===== config.mk =====
export PLATFORM = sky130hd
export DESIGN_NAME = alu_mem_stage
export DESIGN_NICKNAME = d
export VERILOG_FILES = /design/src/rtl/cpu_pkg.sv /design/src/rtl/data_mem.sv /design/src/rtl/alu_mem_stage.sv
export SDC_FILE = /design/constraint.sdc
export NUM_CORES = 1
export LEC_CHECK = 0
export CORE_MARGIN = 2
export CORE_UTILIZATION = 30
export CTS_CLUSTER_SIZE = 24
export DETAILED_ROUTE_END_ITERATION = 8
export PLACE_DENSITY = 0.42
export SLEW_MARGIN = 20
export SYNTH_ARGS = -nofsm -noshare
export SYNTH_HDL_FRONTEND = slang
export SYNTH_HIERARCHICAL = 1
export SYNTH_SLANG_ARGS = --single-unit

===== constraint.sdc =====
create_clock -name clk -period 3.4 [get_ports clk]
set_clock_uncertainty 0.2 [all_clocks]
set_input_delay 0.85 -clock clk [delete_from_list [all_inputs] [get_ports clk]]
set_output_delay 0.85 -clock clk [all_outputs]
set_load 0.01 [all_outputs]

===== src/rtl/cpu_pkg.sv =====
// rtl/cpu_pkg.sv - shared opcodes, widths and stage FSM encoding
package cpu_pkg;

  localparam int DEF_DATA_WIDTH = 8;
  localparam int DEF_ADDR_BITS  = 5;
  localparam int INSTR_WIDTH    = 20;

  localparam logic [3:0] OP_ADD  = 4'b0000;
  localparam logic [3:0] OP_SUB  = 4'b0001;
  localparam logic [3:0] OP_AND  = 4'b0010;
  localparam logic [3:0] OP_OR   = 4'b0011;
  localparam logic [3:0] OP_XOR  = 4'b0100;
  localparam logic [3:0] OP_NOT  = 4'b0101;
  localparam logic [3:0] OP_SHL  = 4'b0110;
  localparam logic [3:0] OP_SHR  = 4'b0111;
  localparam logic [3:0] OP_ADDI = 4'b1000;
  localparam logic [3:0] OP_NOP  = 4'b1111;

  typedef enum logic {
    INIT = 1'b0,
    RUN  = 1'b1
  } state_t;

endpackage


===== src/rtl/data_mem.sv =====
// rtl/data_mem.sv - single-port RAM, synchronous write and read-before-write synchronous read
module data_mem #(
  parameter int DATA_WIDTH = 8,
  parameter int ADDR_BITS  = 5
) (
  input  logic                  clk,
  input  logic                  rst,
  input  logic                  re,
  input  logic                  we,
  input  logic [ADDR_BITS-1:0]  addr,
  input  logic [DATA_WIDTH-1:0] wdata,
  output logic [DATA_WIDTH-1:0] rdata
);

  logic [DATA_WIDTH-1:0] mem [0:(1<<ADDR_BITS)-1];

  always_ff @(posedge clk) begin
    if (we) mem[addr] <= wdata;
  end

  // Output register sees the pre-write contents when the same word is written this cycle.
  always_ff @(posedge clk or negedge rst) begin
    if (!rst)    rdata <= '0;
    else if (re) rdata <= mem[addr];
  end

endmodule


===== src/rtl/alu_mem_stage.sv =====
// rtl/alu_mem_stage.sv - execute/memory stage: registered ALU, data memory, power-on clear
// Optional status flags under STATUS_FLAGS_EN.
module alu_mem_stage
  import cpu_pkg::*;
#(
  parameter int DATA_WIDTH = DEF_DATA_WIDTH,
  parameter int ADDR_BITS  = DEF_ADDR_BITS
) (
  input  logic                  clk,
  input  logic                  rst,
  input  logic [DATA_WIDTH-1:0] operand1,
  input  logic [DATA_WIDTH-1:0] operand2,
  input  logic [DATA_WIDTH-1:0] offset,
  input  logic [3:0]            opcode,
  input  logic                  sel1,
  input  logic                  sel3,
  input  logic                  w_r,
  output logic [DATA_WIDTH-1:0] result2,
  output logic                  busy
`ifdef STATUS_FLAGS_EN
  ,
  output logic                  zero_flag,
  output logic                  carry_flag
`endif
);

  localparam logic [ADDR_BITS-1:0] LAST_ADDR = '1;

  state_t                state, state_nxt;
  logic [ADDR_BITS-1:0]  init_cnt;
  logic [DATA_WIDTH-1:0] alu_d, alu_q, mem_q;
  logic [DATA_WIDTH-1:0] eff_addr;
  logic [ADDR_BITS-1:0]  run_addr, mem_addr;
  logic [DATA_WIDTH-1:0] mem_wdata;
  logic                  mem_we;
  logic                  run;

  assign run      = (state == RUN);
  assign eff_addr = sel3 ? (operand1 + offset) : operand1;
  assign run_addr = eff_addr[ADDR_BITS-1:0];

  always_ff @(posedge clk or negedge rst) begin
    if (!rst) begin
      state    <= INIT;
      init_cnt <= '0;
    end else begin
      state <= state_nxt;
      if (state == INIT) init_cnt <= init_cnt + 1'b1;
    end
  end

  // INIT owns the memory port; w_r from the CU is ignored until the clear completes.
  always_comb begin
    state_nxt = state;
    busy      = 1'b0;
    mem_we    = 1'b0;
    mem_addr  = run_addr;
    mem_wdata = operand2;
    case (state)
      INIT: begin
        busy      = 1'b1;
        mem_we    = 1'b1;
        mem_addr  = init_cnt;
        mem_wdata = '0;
        if (init_cnt == LAST_ADDR) state_nxt = RUN;
      end
      RUN: begin
        mem_we = w_r;
      end
      default: state_nxt = INIT;
    endcase
  end

  always_comb begin
    alu_d = '0;
    case (opcode)
      OP_ADD:  alu_d = operand1 + operand2;
      OP_SUB:  alu_d = operand1 - operand2;
      OP_AND:  alu_d = operand1 & operand2;
      OP_OR:   alu_d = operand1 | operand2;
      OP_XOR:  alu_d = operand1 ^ operand2;
      OP_NOT:  alu_d = ~operand1;
      OP_SHL:  alu_d = operand1 << operand2[2:0];
      OP_SHR:  alu_d = operand1 >> operand2[2:0];
      OP_ADDI: alu_d = operand1 + offset;
      default: alu_d = '0;
    endcase
  end

  always_ff @(posedge clk or negedge rst) begin
    if (!rst)     alu_q <= '0;
    else if (run) alu_q <= alu_d;
  end

  data_mem #(
    .DATA_WIDTH (DATA_WIDTH),
    .ADDR_BITS  (ADDR_BITS)
  ) u_mem (
    .clk   (clk),
    .rst   (rst),
    .re    (run),
    .we    (mem_we),
    .addr  (mem_addr),
    .wdata (mem_wdata),
    .rdata (mem_q)
  );

  assign result2 = sel1 ? alu_q : mem_q;

`ifdef STATUS_FLAGS_EN
  logic [DATA_WIDTH:0] add_ext, sub_ext, addi_ext;
  logic                flag_upd, carry_d;

  assign add_ext  = {1'b0, operand1} + {1'b0, operand2};
  assign sub_ext  = {1'b0, operand1} - {1'b0, operand2};
  assign addi_ext = {1'b0, operand1} + {1'b0, offset};

  // The extended difference goes negative exactly when operand1 < operand2.
  always_comb begin
    flag_upd = 1'b0;
    carry_d  = 1'b0;
    case (opcode)
      OP_ADD:  begin flag_upd = sel1; carry_d = add_ext[DATA_WIDTH];  end
      OP_SUB:  begin flag_upd = sel1; carry_d = sub_ext[DATA_WIDTH];  end
      OP_ADDI: begin flag_upd = sel1; carry_d = addi_ext[DATA_WIDTH]; end
      default: begin flag_upd = 1'b0; carry_d = 1'b0; end
    endcase
  end

  always_ff @(posedge clk or negedge rst) begin
    if (!rst) begin
      zero_flag  <= 1'b0;
      carry_flag <= 1'b0;
    end else if (run && flag_upd) begin
      zero_flag  <= (alu_d == '0);
      carry_flag <= carry_d;
    end
  end
`endif

endmodule


==> impl_metrics.ini, run 1 <==
[synthesis]
synth_area_sq_um = 13200
synth_edf_count = 256
synthCells = 881
avgSynthCellArea_sq_um = 14.9
synthDistinctLibCells = 64
synth_warnings = 6
synth_top_area_share = 0.584
syn_nets = 950
netlist_top_cells_area = edfxtp_1 (58%), mux2i_1 (5.8%), mux4_2 (4.5%)
async_flop_share = 0.0791
yosysTopAreaCell = edfxtp_1
synth-seq-cells = 278
synth_flop_cell = edfxtp_1
ys_seq_area_frac = 0.626

[sta]
worstMarginPinSlew_ns = 0.596
setup_viol = 1
fin_ws_ns = -0.0197
max_freq_mhz = 292
final_max_slew_viol_count = 0
max_slew_margin = 0.597
rsz0062_at_grt = yes
fin_crit_sh = 1.01
whs_ns = 0.309
fin_crit_ns = 3.42
hold_viol_final = 0

[grt]
grt_max_degree = 33
grt_pass1_wl_um = 59500
grt_pass1_vias = 8857
grt-ovfl-total = 0
grtUsageTotal = 0.179
antenna_found_initial = 2

[cts]
clkTransAtPathRegs_ns = 0.06
cts_buffers = 30
cts_hold_buf = 0
root_buffer = clkbuf_16
cts_buffer_depth = 3
cts.sink_count = 278
htreeDepth = 1
worstSkewPairLatency_ns = 0.56
cts_tree = done

[route]
drc = 0
antenna_left = 0
vias = 8625
drtIter0Drc = 577
post_drt_wl_per_cell_um = 22.9
firstDrtPassIters = 5
routed_wl_um = 40000
vias_per_cell = 4.93

[place]
place_hpwl_um = 28800
pre_cts_slack_ns = -1.55
place_congestion = 0.827
placed_cell_area_sq_um = 16400
port_buffers = 41

[worst_setup_path]
critical_path.startpoint_type = primary input
crit_path_max_fanout = 14
worstPathRequired_ns = 3.62
critPathArrivalTime_ns = 3.64
end_kind = flip-flop
setup.worst_path.class = primary input to flip-flop

[power_and_ir_drop]
max-vdd-ir-drop_uv = 359
p_per_area_nw_per_um2 = 479
power.leakage_nw = 6.57

[hold_path]
hold_class = flip-flop to flip-flop

[cells_and_area]
area_growth_pct = 37.5
final_area_sq_um = 18100
final_nets = 1209
utilization = 0.419
drive_above_1_share = 0.378

[die]
dieWidth_um = 213
rows = 76
ios = 42
start_util = 0.305
die_y_um = 213
core_sq_um = 43200
die_area_sq_um = 45500

[outcome]
outcome = finished, violations left
violations = setup timing

[flow_run]
max_cap_violations = 0
[synth_stat cells, types with 5 or more instances]
cell type / count
edfxtp_1: 256
nor2_1: 81
mux2i_1: 76
ha_1: 34
nand2_1: 27
a21oi_1: 26
mux4_2: 26
inv_1: 25
o22ai_1: 23
dfrtp_1: 22
mux2_2: 22
o21ai_0: 20
xnor2_1: 19
buf_2: 16
clkbuf_1: 15
nand2b_1: 12
nand3_1: 12
nor3_1: 12
buf_6: 11
mux4_1: 11
a31oi_1: 10
nor4_1: 10
a22oi_1: 8
o211ai_1: 8
a22o_1: 6
nor2b_1: 6
buf_4: 5
[worst max-delay path: stages]
cell and delay, ns:
buf_8 0.10, ha_4 0.15, fa_2 0.33, buf_4 0.14, buf_4 0.14, xnor2_4 0.14, a211oi_2 0.22, a21o_1 0.15
buf_12 0.16, nand2b_1 0.18, or3b_4 0.18, buf_6 0.12, o22ai_4 0.07, nor4_4 0.50, a31oi_1 0.17
[state kept, by name, summed over array words and instances (netlist names)]
| name | count |
|---|---|
| alu_q | 8 |
| init_cnt | 5 |
| run | 1 |
| u_mem/mem | 256 |
| u_mem/rdata | 8 |
[final cells by class]
| cell class | count | area [sq um] |
|---|---|---|
| well taps | 585 | 732 |
| inverters | 25 | 93.8 |
| flip-flops and latches | 278 | 8240 |
| fillers | 3970 | 25100 |
| multi-input cells | 531 | 5330 |
| clock inverters | 12 | 83.8 |
| clock buffers | 44 | 835 |
| repair buffers | 274 | 2780 |
| diodes | 1 | 2.50 |
[timing repair]
item | CTS | global route
gates resized for setup | 101 | 24
cloned | 2 | 0
hold endpoints to repair | 0 | 0
pin swaps | 31 | 16
setup endpoints to repair | 272 | 82
setup buffers | 18 | 8
[metal layers]
| layer | vias up | track usage | wire [um] |
|---|---|---|---|
| met3 | 46 | 0.0258 | 1550 |
| met4 | 2 | 0.0433 | 804 |
| met5 | - | 0 | 14 |
| met2 | 177 | 0.299 | 19100 |
| met1 | 4376 | 0.248 | 18600 |
| li1 | 4024 | - | - |
[per-stage QoR]
step / total power, mW / setup TNS [ns] / cells
global placement: 5.53 / -221.32 / 1669
floorplan: 4.72 / -4.04 / 881
global route: 9.00 / -0.0826 / 1749
detailed placement: 5.53 / -228.16 / 1669
CTS: 8.72 / -0.781 / 1741
finish: 8.67 / -0.0197 / 1750
[cell families after synthesis]
family / count (synthesis) / synth area share
flip-flops: 278 / 0.626
AND/OR/NAND/NOR: 193 / 0.0754
AO/OA/AOI/OAI: 148 / 0.0775
multiplexers: 135 / 0.143
buffers and inverters: 72 / 0.0298
adder cells (fa/ha/maj): 36 / 0.0354
XOR/XNOR: 19 / 0.0126
[worst paths after layout]
path                                       from  depth (start not counted)  slack [ns]                         end
hold reg to reg            alu_q[6]$_DFFE_PN0P_                          1        0.31        alu_q[6]$_DFFE_PN0P_
max in group asynchronous                   rst                          2        2.25  u_mem/rdata[3]$_DFFE_PN0P_
hold / removal             alu_q[6]$_DFFE_PN0P_                          1        0.31        alu_q[6]$_DFFE_PN0P_
min in group asynchronous                   rst                          2        0.47     init_cnt[0]$_DFFE_PN0N_
setup reg to reg                  run$_DFF_PN0_                         10        0.62  u_mem/rdata[2]$_DFFE_PN0P_
setup / recovery                    operand1[0]                         15       -0.02  u_mem/rdata[2]$_DFFE_PN0P_
[where the power goes]
part	internal, mW	switching [mW]
Sequential	3.80	0.0656
Clock	1.77	1.29
Combinational	0.857	0.896
[cell usage in the layout, fill, tap and decap left out, types with 9 or more instances in the layout]
cell and n:
nor2_2 9, nor2_1 40, buf_12 44, a31oi_1 10, inv_1 25, mux4_2 26, dlygate4sd2_1 10, dfrtp_1 22
buf_4 173, ha_1 31, nor2_4 32, xnor2_1 16, mux4_1 11, nor3_1 10, edfxtp_1 256, mux2i_1 73
nand2b_1 10, a21oi_1 18, nand2_1 24, o21ai_0 15, buf_6 14, clkdlybuf4s50_1 24, clkbuf_1 12, mux2_2 22
clkbuf_16 31
No activity file was read; power rests on OpenSTA's default activity.
==> run 2: changes to the inputs <==
--- a/config.mk
+++ b/config.mk
@@ -9,7 +9,6 @@
 export CORE_UTILIZATION = 30
 export CTS_CLUSTER_SIZE = 24
 export DETAILED_ROUTE_END_ITERATION = 8
-export PLACE_DENSITY = 0.42
 export SLEW_MARGIN = 20
 export SYNTH_ARGS = -nofsm -noshare
 export SYNTH_HDL_FRONTEND = slang
==> run 2 against run 1 <==
Against the previous run:
- the run now ends clean
- non-clock buffer count fell by 43
- clock power is 5% lower
- sequential power about the same
- sequential share of layout area increased by 1.8 points
- global-route usage is 2.0 points lower
- wire length is 9.4% lower
- critical path depth decreased by 11
- fmax increased by 0.89%
- critical path type is now primary input to output port
==> impl_metrics.ini, run 2 (same netlist as run 1, synthesis figures left out) <==
[worst_setup_path]
crit_path_max_fanout = 8
critPathArrivalTime_ns = 2.34
end_kind = output port
setup.worst_path.class = primary input to output port
critical_path.startpoint_type = primary input
worstPathRequired_ns = 2.35

[cts]
clkTransAtPathRegs_ns = 0.06
root_buffer = clkbuf_16
worstSkewPairLatency_ns = 0.55
cts_buffer_depth = 3
cts.sink_count = 278
htreeDepth = 1
cts_tree = done
cts_buffers = 29

[power_and_ir_drop]
p_clk_frac = 0.346
switching_share = 0.255
pwr-share-comb = 0.194
p_switching_mw = 2.14
max-vdd-ir-drop_uv = 340
intPower_mw = 6.23
p_per_area_nw_per_um2 = 481
pwr-share-seq = 0.460
power.leakage_nw = 6.27

[cells_and_area]
reg_top3 = u_mem/mem (256), alu_q (8), u_mem/rdata (8)
area_growth_pct = 32.2
layout_commonest_cell = edfxtp_1
utilization = 0.403
antennaDiodeCount = 0
drive_above_1_share = 0.342
layout_common_cells = edfxtp_1 (256), buf_4 (153), mux2i_1 (71)
top_register = u_mem/mem
fill_cells = 3966
largest_register_ffs = 256
final_area_sq_um = 17400
final_nets = 1165

[die]
start_util = 0.305
die_area_sq_um = 45500
dieWidth_um = 213
die_y_um = 213
core_sq_um = 43200
rows = 76
ios = 42

[route]
vias_per_cell = 5.03
drc = 0
firstDrtPassIters = 5
drtIter0Drc = 740
post_drt_wl_per_cell_um = 21.3
routed_wl_um = 36300
vias = 8569
antenna_left = 0

[hold_path]
hold_class = flip-flop to flip-flop

[grt]
antenna_found_initial = 0
grt_pass1_wl_um = 53700
grt_max_degree = 33
grt_pass1_vias = 8592
grt-ovfl-total = 0
grtUsageTotal = 0.159

[sta]
worstMarginPinSlew_ns = 0.556
hold_viol_final = 0
final_max_slew_viol_count = 0
setup_viol = 0
rsz0062_at_grt = yes
max_slew_margin = 0.628
max_freq_mhz = 295
fin_crit_ns = 3.39
fin_tns_setup_ns = 0
fin_crit_sh = 0.997

[place]
port_buffers = 41
place_congestion = 0.952
place_hpwl_um = 25300
placed_cell_area_sq_um = 16000

[outcome]
outcome = completed

[flow_run]
max_cap_violations = 0
run 2: per-stage QoR:
step                      setup WS (ns)  power (mW)  cells  hold WS, ns
after floorplan                 -0.0884        4.72    881        0.250
after global placement            -1.17        5.38   1630        0.276
after detailed placement          -1.26        5.39   1630        0.283
after CTS                       0.00104        8.39   1697        0.300
after global routing            -0.0306        8.66   1702        0.321
final                            0.0104        8.37   1702        0.295
run 2: metal layers:
layer	vias to the layer above	wire length, um	track usage
li1	3946	-	-
met1	4294	15300	0.210
met2	275	17800	0.272
met3	54	2220	0.0256
met4	0	892	0.0419
met5	-	0	0
run 2: power groups by stage:
stage                     combinational [mW]  sequential (mW)  clock [mW]
after floorplan                        0.839             3.88           0
after global placement                  1.46             3.92           0
after detailed placement                1.47             3.92           0
after CTS                               1.58             3.85        2.96
after global routing                    1.73             3.85        3.09
final                                   1.62             3.85        2.90
run 2: timing repair:
action / in CTS / in global routing
gates cloned: 3 / 0
setup buffers: 13 / 5
pin swaps: 21 / 15
hold buffers: 0 / 0
endpoints found under the setup margin: 269 / 126
resized for setup: 60 / 27
run 2: final cells by class:
class / count / area [sq um] / area share
sequential: 278 / 8240 / 0.473
multi-input combinational: 531 / 5180 / 0.298
clock buffer: 36 / 752 / 0.0432
tap: 585 / 732 / 0.0421
clock inverter: 16 / 116 / 0.00669
timing repair buffer: 231 / 2290 / 0.132
inverter: 25 / 93.8 / 0.00539
run 2: worst paths after layout:
check                                           from                    endpoint  slack (ns)  cells past startpoint
worst min-delay path            alu_q[0]$_DFFE_PN0P_        alu_q[0]$_DFFE_PN0P_        0.29                      2
worst max-delay path                            sel1                  result2[5]        0.01                      4
worst max register to register         run$_DFF_PN0_  u_mem/rdata[5]$_DFFE_PN0P_        0.62                     11
worst min register to register  alu_q[0]$_DFFE_PN0P_        alu_q[0]$_DFFE_PN0P_        0.29                      2
max in group asynchronous                        rst        alu_q[2]$_DFFE_PN0P_        2.21                      2
min in group asynchronous                        rst               run$_DFF_PN0_        0.51                      2
run 2: critical path, stage by stage:
cell and delay [ns]:
clkdlybuf4s50_1 0.51, buf_12 0.14, mux2_2 0.34, clkdlybuf4s50_1 0.50
==> run 3: changes to the inputs <==
--- a/config.mk
+++ b/config.mk
@@ -9,7 +9,6 @@
 export CORE_UTILIZATION = 30
 export CTS_CLUSTER_SIZE = 24
 export DETAILED_ROUTE_END_ITERATION = 8
-export SLEW_MARGIN = 20
 export SYNTH_ARGS = -nofsm -noshare
 export SYNTH_HDL_FRONTEND = slang
 export SYNTH_HIERARCHICAL = 1
==> results of run 3 <==
Same layout as run 2: the final DEF is identical, and so are final timing and power.
